`src/rtl/me_search_engine.sv`:
```
// ---------------------------------------------------------------------------
// me_search_engine
//   Full-search block-matching motion estimator. One BLK x BLK reference
//   block is matched against every candidate offset in a (BLK+2*RANGE)^2
//   search window. NLANE horizontally adjacent candidates are evaluated per
//   pass. The minimum SAD and its motion vector are reported.
//
//   Optional feature: define ME_EARLY_TERM_EN to abort a pass at a row end
//   once no lane can still beat the running best. The result is unchanged;
//   only latency shrinks.
//
// Ports
//   clk, rst_n        clock, asynchronous active-low reset
//   start             begin a search (sampled only while idle)
//   busy, done        search in progress / one-cycle completion pulse
//   ref_addr, ref_rd  reference block read port (raster r*BLK+c)
//   ref_data          reference pixel, one cycle after its address
//   srch_addr, srch_rd search window read port (y*W+x of lane 0)
//   srch_data         NLANE window pixels, lane 0 in the LSBs
//   best_sad          minimum SAD, held until the next start
//   mv_x, mv_y        signed motion vector of best_sad, held
// ---------------------------------------------------------------------------
module me_search_engine #(
    parameter int PIX_W = 8,
    parameter int BLK   = 16,
    parameter int RANGE = 8,
    parameter int NLANE = 4,
    parameter int SAD_W = 16
) (
    input  logic                                           clk,
    input  logic                                           rst_n,
    input  logic                                           start,
    output logic                                           busy,
    output logic                                           done,
    output logic [$clog2(BLK*BLK)-1:0]                     ref_addr,
    output logic                                           ref_rd,
    input  logic [PIX_W-1:0]                               ref_data,
    output logic [$clog2((BLK+2*RANGE)*(BLK+2*RANGE))-1:0] srch_addr,
    output logic                                           srch_rd,
    input  logic [NLANE*PIX_W-1:0]                         srch_data,
    output logic [SAD_W-1:0]                               best_sad,
    output logic signed [$clog2(RANGE):0]                  mv_x,
    output logic signed [$clog2(RANGE):0]                  mv_y
);
    localparam int LOG_BLK = $clog2(BLK);
    localparam int AW      = $clog2(BLK*BLK);
    localparam int W       = BLK + 2*RANGE;
    localparam int SW      = $clog2(W*W);
    localparam int MV_W    = $clog2(RANGE) + 1;
    localparam int VW      = $clog2(2*RANGE);
    localparam int LAST_VX = 2*RANGE - NLANE;
    localparam int LAST_VY = 2*RANGE - 1;

    typedef enum logic [2:0] {S_IDLE, S_FETCH, S_DRAIN, S_CMP, S_DONE} state_t;

    function automatic logic [PIX_W-1:0] abs_diff(input logic [PIX_W-1:0] a,
                                                   input logic [PIX_W-1:0] b);
        return (a > b) ? (a - b) : (b - a);
    endfunction

    function automatic logic [SAD_W-1:0] sat_add(input logic [SAD_W-1:0] a,
                                                  input logic [PIX_W-1:0] d);
        logic [SAD_W:0] s;
        s = {1'b0, a} + (SAD_W+1)'(d);
        return s[SAD_W] ? {SAD_W{1'b1}} : s[SAD_W-1:0];
    endfunction

    // Window address of pixel (r, c) of the candidate whose top-left corner
    // sits at window offset (vx, vy); offsets are already RANGE-biased.
    function automatic logic [SW-1:0] srch_at(input logic [VW-1:0]      vy,
                                              input logic [VW-1:0]      vx,
                                              input logic [LOG_BLK-1:0] r,
                                              input logic [LOG_BLK-1:0] c);
        return SW'((int'(vy) + int'(r)) * W + int'(vx) + int'(c));
    endfunction

    function automatic logic signed [MV_W-1:0] to_mv(input logic [VW-1:0] off,
                                                     input int            lane);
        return MV_W'(int'(off) + lane - RANGE);
    endfunction

    state_t           state;
    logic [VW-1:0]    vy_off;
    logic [VW-1:0]    vx_off;
    logic             ab_q;
    logic             vld_p1;
    logic             first_p1;
    logic             abort_now;
    logic [SAD_W-1:0] acc_p2  [NLANE];
    logic [SAD_W-1:0] acc_nxt [NLANE];

    logic [AW-1:0]           k_nxt;
    logic [SW-1:0]           srch_nxt;
    logic [SW-1:0]           nxt_base;
    logic                    last_pass;
    logic [VW-1:0]           nxt_vx;
    logic [VW-1:0]           nxt_vy;
    logic [SAD_W-1:0]        cmp_sad;
    logic signed [MV_W-1:0]  cmp_mvx;
    logic                    cmp_win;

    // Stage p0: address generation for the next raster read and next pass
    always_comb begin
        k_nxt    = ref_addr + AW'(1);
        srch_nxt = srch_at(vy_off, vx_off, k_nxt[AW-1:LOG_BLK], k_nxt[LOG_BLK-1:0]);
        last_pass = (vy_off == VW'(LAST_VY)) && (vx_off == VW'(LAST_VX));
        if (vx_off == VW'(LAST_VX)) begin
            nxt_vx = '0;
            nxt_vy = vy_off + VW'(1);
        end else begin
            nxt_vx = vx_off + VW'(NLANE);
            nxt_vy = vy_off;
        end
        nxt_base = srch_at(nxt_vy, nxt_vx, '0, '0);
    end

    // Stage p1: returned data -> per-lane |ref - srch|, load on first pixel
    always_comb begin
        for (int i = 0; i < NLANE; i++) begin
            acc_nxt[i] = first_p1
                ? SAD_W'(abs_diff(ref_data, srch_data[i*PIX_W +: PIX_W]))
                : sat_add(acc_p2[i], abs_diff(ref_data, srch_data[i*PIX_W +: PIX_W]));
        end
    end

`ifdef ME_EARLY_TERM_EN
    logic [LOG_BLK-1:0] col_p1;
    logic               all_ge;

    // SADs never decrease, so a lane whose partial sum already reached the
    // running best can no longer win with a strict less-than compare.
    always_comb begin
        all_ge = 1'b1;
        for (int i = 0; i < NLANE; i++) begin
            if (acc_nxt[i] < best_sad) all_ge = 1'b0;
        end
    end

    assign abort_now = vld_p1 && (col_p1 == LOG_BLK'(BLK-1)) && all_ge;

    always_ff @(posedge clk) begin
        col_p1 <= ref_addr[LOG_BLK-1:0];
    end
`else
    assign abort_now = 1'b0;
`endif

    // Stage p2: lane compare against the running best, lowest lane first
    always_comb begin
        cmp_sad = best_sad;
        cmp_mvx = mv_x;
        cmp_win = 1'b0;
        for (int i = 0; i < NLANE; i++) begin
            if (acc_p2[i] < cmp_sad) begin
                cmp_sad = acc_p2[i];
                cmp_mvx = to_mv(vx_off, i);
                cmp_win = 1'b1;
            end
        end
    end

    always_ff @(posedge clk) begin
        first_p1 <= (ref_addr == '0);
        if (vld_p1) begin
            for (int i = 0; i < NLANE; i++) acc_p2[i] <= acc_nxt[i];
        end
    end

    always_ff @(posedge clk or negedge rst_n) begin
        if (!rst_n) begin
            state     <= S_IDLE;
            busy      <= 1'b0;
            done      <= 1'b0;
            best_sad  <= '1;
            mv_x      <= '0;
            mv_y      <= '0;
            ref_addr  <= '0;
            srch_addr <= '0;
            ref_rd    <= 1'b0;
            srch_rd   <= 1'b0;
            vy_off    <= '0;
            vx_off    <= '0;
            ab_q      <= 1'b0;
            vld_p1    <= 1'b0;
        end else begin
            // A read in flight when a pass aborts is marked invalid here.
            vld_p1 <= ref_rd && !abort_now;
            done   <= 1'b0;
            case (state)
                S_IDLE: begin
                    if (start) begin
                        busy      <= 1'b1;
                        best_sad  <= '1;
                        mv_x      <= MV_W'(-RANGE);
                        mv_y      <= MV_W'(-RANGE);
                        vy_off    <= '0;
                        vx_off    <= '0;
                        ref_addr  <= '0;
                        srch_addr <= '0;
                        ref_rd    <= 1'b1;
                        srch_rd   <= 1'b1;
                        ab_q      <= 1'b0;
                        state     <= S_FETCH;
                    end
                end
                S_FETCH: begin
                    if (abort_now || ref_addr == '1) begin
                        ref_rd  <= 1'b0;
                        srch_rd <= 1'b0;
                        ab_q    <= abort_now;
                        state   <= S_DRAIN;
                    end else begin
                        ref_addr  <= k_nxt;
                        srch_addr <= srch_nxt;
                    end
                end
                S_DRAIN, S_CMP: begin
                    if (state == S_CMP) begin
                        best_sad <= cmp_sad;
                        mv_x     <= cmp_mvx;
                        if (cmp_win) mv_y <= to_mv(vy_off, 0);
                    end
                    if (state == S_DRAIN && !(ab_q || abort_now)) begin
                        state <= S_CMP;
                    end else if (last_pass) begin
                        state <= S_DONE;
                    end else begin
                        vx_off    <= nxt_vx;
                        vy_off    <= nxt_vy;
                        ref_addr  <= '0;
                        srch_addr <= nxt_base;
                        ref_rd    <= 1'b1;
                        srch_rd   <= 1'b1;
                        ab_q      <= 1'b0;
                        state     <= S_FETCH;
                    end
                end
                S_DONE: begin
                    done  <= 1'b1;
                    busy  <= 1'b0;
                    state <= S_IDLE;
                end
                default: state <= S_IDLE;
            endcase
        end
    end

endmodule

```
`config.mk`:
```
export PLATFORM = sky130hd
export DESIGN_NAME = me_search_engine
export DESIGN_NICKNAME = d
export VERILOG_FILES = /design/src/rtl/me_search_engine.sv
export SDC_FILE = /design/constraint.sdc
export NUM_CORES = 1
export LEC_CHECK = 0
export ABC_CLOCK_PERIOD_IN_PS = 15600
export BUFFER_PORTS_ARGS = -buffer_cell sky130_fd_sc_hd__buf_2
export CAP_MARGIN = 10
export CORE_UTILIZATION = 65
export DETAILED_ROUTE_END_ITERATION = 8
export PLACE_DENSITY = 0.85
export RECOVER_POWER = 50
export SETUP_SLACK_MARGIN = 0.4
export SYNTH_ARGS = -nofsm -noshare
export SYNTH_HDL_FRONTEND = slang
export SYNTH_SLANG_ARGS = --single-unit
```
`constraint.sdc`:
```
create_clock -name clk -period 15.6 [get_ports clk]
set_input_delay 4.68 -clock clk [delete_from_list [all_inputs] [get_ports clk]]
set_output_delay 4.68 -clock clk [all_outputs]
set_load 0.02 [all_outputs]
```
Yosys cells after proc, flatten, opt, wreduce, memory -nomap -nowiden. Memories as Yosys holds them, arrays and structs flattened. Cells that the tools add are included.

Register bits after elaboration: 59. Output and inout bits: 46. Memories: 1. RAM bits: 64.

$add $sub $neg: 27. $lt $le $gt $ge: 8. Reduce and logical (&&, ||, !) cells: 17. Eq/ne operators: 15. Muxes and demuxes: 70.

Memory list: acc_p2 (words 4, bits a word 16, read ports 4, clocked after memory_dff 0, write ports 4, RTL line 89) `logic [SAD_W-1:0] acc_p2 [NLANE];`.

Operators with widths (number): $mux W16 (14); $add A16 B8 Y17 (4); $lt A16 B16 Y1 (4); $mux W8 (8); $sub A8 B8 Y8 (8); $mux W4 (15); $mux W10 (4); $gt A8 B8 Y1 (4); $pmux W16 S2 (1); $pmux W4 S2 (4); $pmux W10 S3 (1); $pmux W8 S3 (1); $add A10 B4 Y10 (2); $sub A4 B4 Y4 const B (5); $mux W1 (14); $ne A2 B2 Y1 const B (7); $mux W3 (4); $reduce_and A4 Y1 (3); $add A9 B4 Y10 (1); $reduce_and A5 Y1 (2); $pmux W3 S3 (1); $add A4 B1 Y4 const B (2); $add A4 B2 Y4 const B (2); $add A8 B1 Y8 const B (1); other kinds (19) (25).

Depth between registers and ports, before layout. An unclocked memory read counts as a cell.

Depth after elaboration: 12. Mapped depth: 44.

Least setup slack after synthesis. No wires, ideal clock.

Path kind: input port to flip-flop. Start: input ref_data[0]. End: memory acc_p2[1][2], data pin. Path slack: 6.419 ns. Setup time: 0.153 ns. Arrival: 9.028 ns. Cell stages on the path: 22. Path buffers: 0. Data required time: 15.447 ns. Cells stage by stage: inv_1 ha_1 inv_1 fa_1 a21o_1 a21o_1 a21o_1 a21oi_1 o21bai_1 a21o_1 nand2_1 mux2_2 o311ai_0 nand2_1 xnor2_1 ha_1 a21oi_1 o21bai_1 a21oi_1 nor3b_1 nand4_1 a31oi_1.

RTL lines: from (decl) (RTL line 37) `input logic [PIX_W-1:0] ref_data,`; to (decl) (RTL line 89).

Worst setup path after layout.
Start: register best_sad[11]. End: register mv_y[1].

Cells in the longest elaborated chain, start to end: 10. Elaborated cells on any way between the ends: 13. Classes of those cells: order compare: 4; eq/ne: 1; mux: 7; reduce/logical: 1.

Ends and longest elaborated chain: from (decl) (RTL line 41) `output logic [SAD_W-1:0] best_sad,`; from (signal assigned) (RTL line 219) `best_sad <= cmp_sad;`; $lt A16 B16 Y1 (RTL line 154) `if (acc_p2[i] < cmp_sad) begin`; $mux W16 (RTL line 154); $lt A16 B16 Y1 (RTL line 154); $mux W16 (RTL line 154); $lt A16 B16 Y1 (RTL line 154); $mux W16 (RTL line 154); $lt A16 B16 Y1 (RTL line 154); $mux W1 * (RTL line 154); $ne A2 B2 Y1 (no line) *; $reduce_and A4 Y1 (no line) *; to (signal assigned) (RTL line 195) `mv_y <= MV_W'(-RANGE);`; to (signal assigned) (RTL line 221) `if (cmp_win) mv_y <= to_mv(vy_off, 0);`; to (decl) (RTL line 43) `output logic signed [$clog2(RANGE):0] mv_y`.

Every way passes the cells marked *; elsewhere a longest branch is shown, timed or not. A chain may end at the register's enable or synchronous reset.

==> impl_summary.log <==
INFO  metric initial_utilization = 66.7%
INFO  metric clock-root-buffer = sky130_fd_sc_hd__clkbuf_16
INFO  metric reg2reg_depth = 38
INFO  metric hold_class = reg2reg
INFO  metric placed_cell_area = 12700 um2
INFO  metric die_area = 19100 um2
INFO  metric gp_congestion = approximately 0.95
INFO  metric path_clk_slew = 0.06 ns
INFO  metric tightest_slew = 3.70 ns
INFO  metric clk_buf_depth = 2
INFO  metric timing.hold.worst.start = srch_rd
INFO  metric powerDensity = around 230 nW/um2
INFO  metric netlist_instances = 1380
INFO  metric fp-row-count = 49
INFO  metric finalClockSkew = 0.0119 ns
INFO  metric final-hold-violation-count = 0
INFO  metric firstDrtPassIters = 7
INFO  metric setup_failing_eps_final = 0
INFO  metric final_layout_size_suffix_gt1_share = between 10% and 20%
INFO  metric critPathArrivalTime = 10.60 ns
INFO  metric finalCritPeriodShare = 65.8%
INFO  metric timing.setup.critical_path_class = reg2reg
INFO  metric post_cts.repair.setup_buffers = 0
INFO  metric ys.flop_type = sky130_fd_sc_hd__edfxtp_1
INFO  metric die_w = 138 um
INFO  metric setup-tns-final = 0 ns
INFO  metric worst_setup_path_start_kind = flip-flop
INFO  metric unrepaired_setup_endpoints_after_global_routing = no
INFO  metric avgRoutedWirePerCell = 18.8 um
INFO  metric 1st_iter_drt_viols = about 1100
INFO  metric place_ws = 5.58 ns
INFO  metric viasPerCell = 6.34
INFO  metric synth.net_count = 1603
INFO  metric regToRegStartpoint = best_sad[11]
INFO  metric violations = design-rule violations, max-capacitance violations, max-slew violations
INFO  metric r2r_end = mv_y[1]
INFO  metric seq_area_frac_synth = 28.1%
INFO  metric netlist-cell-type-count = 76
INFO  metric placed_cells_incl_taps = ~1700
INFO  metric grt_first_pass_wirelength = 53.0 mm
INFO  metric drv.max_cap_violation_count = 2
INFO  metric worst_path_largest_cell_delay = around 0.8 ns
INFO  metric final-max-slew-violation-count = 123
INFO  metric min_delay_path_depth = 0
INFO  metric clock_tree_from_tritoncts = yes
INFO  metric end_kind = flip-flop
INFO  metric drc = 8
INFO  metric post-route-cell-area = approximately 13000 um2
INFO  metric synth.avg_cell_area = 8.74 um2
INFO  metric dieHeight = ~140 um
INFO  metric grt.overflow.total = 0
INFO  metric worst_hold_path.endpoint = vld_p1
INFO  metric synthToLayoutAreaGrowth = 10.1%
INFO  metric ys_ff_latch = 122
INFO  metric outcome = complete, but fails checks
INFO  metric via_count = 10800
INFO  metric nets = around 1700
INFO  metric r2r_setup_slack = 5.33 ns
INFO  metric critical_path_required = 15.93 ns
INFO  metric number_of_flops_mapped_to_enable_cells_by_yosys = 64
INFO  metric placeableCoreArea = 18100 um2
INFO  metric ant_nets = 0
INFO  metric final_setup_margin = 5.33 ns
INFO  metric htreeDepth = 4
INFO  metric crit_fanout = 38
INFO  metric timing.final.crit_period = 10.27 ns
INFO  metric post_layout_instance_count_excluding_filler_cells = 1696
INFO  metric most_common_cell_after_layout_fill_and_taps_aside = sky130_fd_sc_hd__ha_1
INFO  metric antenna_found_initial = 0
INFO  metric synthArstFlopShare = 46.7%
INFO  metric worst_slew_slack_as_a_fraction_of_its_limit = -146%
INFO  metric finish.utilization = 73.4%
INFO  metric cts_sinks = between 100 and 150
INFO  metric synthesis_warnings = 0
INFO  metric antenna-diode-count = 0
INFO  metric ios = 89
INFO  metric buffer_ports.inserted = 88
INFO  metric grt.total_usage = 34.7%
INFO  metric timing.critical_path.slowest_stage_cell = sky130_fd_sc_hd__a31oi_4
INFO  metric worstSkewPairLatency = around 0.44 ns
INFO  metric worst_path_most_repeated_cell = sky130_fd_sc_hd__ha_1
INFO  metric synth_area = 12100 um2
INFO  metric cts_hold_repair.buffers = 0
INFO  metric place.detailed.hpwl = roughly 24 mm
INFO  metric commonest_cells_after_routing_fill_and_taps_aside = sky130_fd_sc_hd__ha_1, sky130_fd_sc_hd__nor2_1, sky130_fd_sc_hd__a21oi_1, sky130_fd_sc_hd__inv_1, sky130_fd_sc_hd__buf_2
INFO  metric cts-buffers-inserted = 17
INFO  metric max_freq = 97.4 MHz
INFO  metric grt_max_degree = 65
INFO  metric routed_wirelength = 31.9 mm
INFO  metric number_of_gates_resized_after_cts = 0
INFO  metric vdd.ir_drop.worst = 0.000204 V
INFO  metric leakage = 0.00636 uW
INFO  metric first_global_vias = 10500
critical path: cells and delay by family (launching register included):
kind / cells / cell delay (ns)
and+or+nand+nor: 10 / 2.61
muxes: 2 / 0.55
buffers and inverters: 2 / 0.12
adders and majority gates: 4 / 1.35
DFF: 1 / 0.56
AOI/OAI and AO/OA: 20 / 4.94
final cells by class:
type	instances	area, um2
fillers	1303	4820
well taps	229	287
inverters	130	488
clock buffers	19	454
multi-input cells	1089	8020
flip-flops and latches	122	3390
repair buffers	94	473
clock inverters	13	154
metal layers:
layer	track usage, %	vias up	wire (um)
met5	0	-	0
met4	11.1	0	791
met3	5.72	76	2480
met2	57.5	486	14900
met1	46.5	5078	13700
li1	-	5116	-
how the worst max path moves through the flow:
stage	from	end	slack, ns	depth (start not counted)
2_1_floorplan	ref_data[0]	acc_p2[1][2]	6.42	22
3_3_place_gp	ref_data[0]	acc_p2[1][2]	5.75	23
3_5_place_dp	ref_data[0]	acc_p2[1][13]	5.58	23
4_1_cts	best_sad[11]	mv_y[1]	5.51	38
5_1_grt	best_sad[11]	mv_y[1]	4.66	39
6_report	best_sad[11]	mv_y[1]	5.33	38
synthesized netlist by cell type (4+ instances only):
cell type                   number  share of area [%]
sky130_fd_sc_hd__o221ai_1        4               0.29
sky130_fd_sc_hd__a22oi_1         4               0.25
sky130_fd_sc_hd__clkbuf_1       29               0.90
sky130_fd_sc_hd__o22ai_1         6               0.31
sky130_fd_sc_hd__nor2_1        146                4.5
sky130_fd_sc_hd__nand2b_1       12               0.62
sky130_fd_sc_hd__o21bai_1       24                1.5
sky130_fd_sc_hd__xnor2_1        59                4.3
sky130_fd_sc_hd__mux2_2         16                1.5
sky130_fd_sc_hd__o21ai_0        54                2.2
sky130_fd_sc_hd__nor3_1         19               0.79
sky130_fd_sc_hd__a211oi_1       11               0.68
sky130_fd_sc_hd__o21ai_1         4               0.17
sky130_fd_sc_hd__a31oi_1        21                1.1
sky130_fd_sc_hd__buf_2           6               0.25
sky130_fd_sc_hd__xor2_1         22                1.6
sky130_fd_sc_hd__nand3_1        28                1.2
sky130_fd_sc_hd__nor2b_1        17               0.88
sky130_fd_sc_hd__edfxtp_1       64                 16
sky130_fd_sc_hd__a21oi_1       143                5.9
sky130_fd_sc_hd__o31ai_1         5               0.31
sky130_fd_sc_hd__nand2_1        85                2.6
sky130_fd_sc_hd__ha_1          166                 17
sky130_fd_sc_hd__and3_1          9               0.47
sky130_fd_sc_hd__nand4_1        21                1.1
sky130_fd_sc_hd__o211ai_1        4               0.25
sky130_fd_sc_hd__or2_2           4               0.21
sky130_fd_sc_hd__a22o_1          5               0.36
sky130_fd_sc_hd__dfrtp_1        41                8.5
sky130_fd_sc_hd__a21o_1         49                3.1
sky130_fd_sc_hd__fa_1           14                2.3
sky130_fd_sc_hd__and2_1          4               0.21
sky130_fd_sc_hd__dfstp_2        16                3.5
sky130_fd_sc_hd__o21a_1         12               0.75
sky130_fd_sc_hd__inv_1         130                4.0
sky130_fd_sc_hd__mux2i_1        53                4.4
sky130_fd_sc_hd__or3_1           6               0.31
sky130_fd_sc_hd__and4_1          6               0.44
sky130_fd_sc_hd__a2bb2oi_1       9               0.65
per-stage QoR:
step	hold WS, ns	power, uW
after floorplan	0.513	2160
after global placement	0.421	2520
after detailed placement	0.425	2590
after CTS	0.439	3060
after global routing	0.461	3340
final	0.437	3110
sequential cells by signal (all words and copies together), names as in the netlist:
name / flops
srch_addr: 10
mv_x: 4
first_p1: 1
done: 1
busy: 1
srch_rd: 1
acc_p2: 64
ref_addr: 8
vx_off: 4
vy_off: 4
mv_y: 4
vld_p1: 1
best_sad: 16
state: 3
where the power goes:
| group | switching (uW) | internal (uW) |
|---|---|---|
| sequential | 183 | 521 |
| combinational | 1150 | 843 |
| clock | 164 | 249 |
| total | 1500 | 1610 |
kinds of logic (layout without fill, tap and decap cells):
kind of cell               after synthesis  in the layout  share of synthesized area [%]
buffers and inverters                  169            256                           5.42
xor gates and xnor gates                81             81                           5.88
and+or+nand+nor                        368            368                           14.2
muxes                                   69             69                           5.89
DFF                                    122            122                           28.1
AOI/OAI and AO/OA                      389            389                           20.8
adders and majority gates              182            182                           19.7
Power figures use the tool's default switching activity.
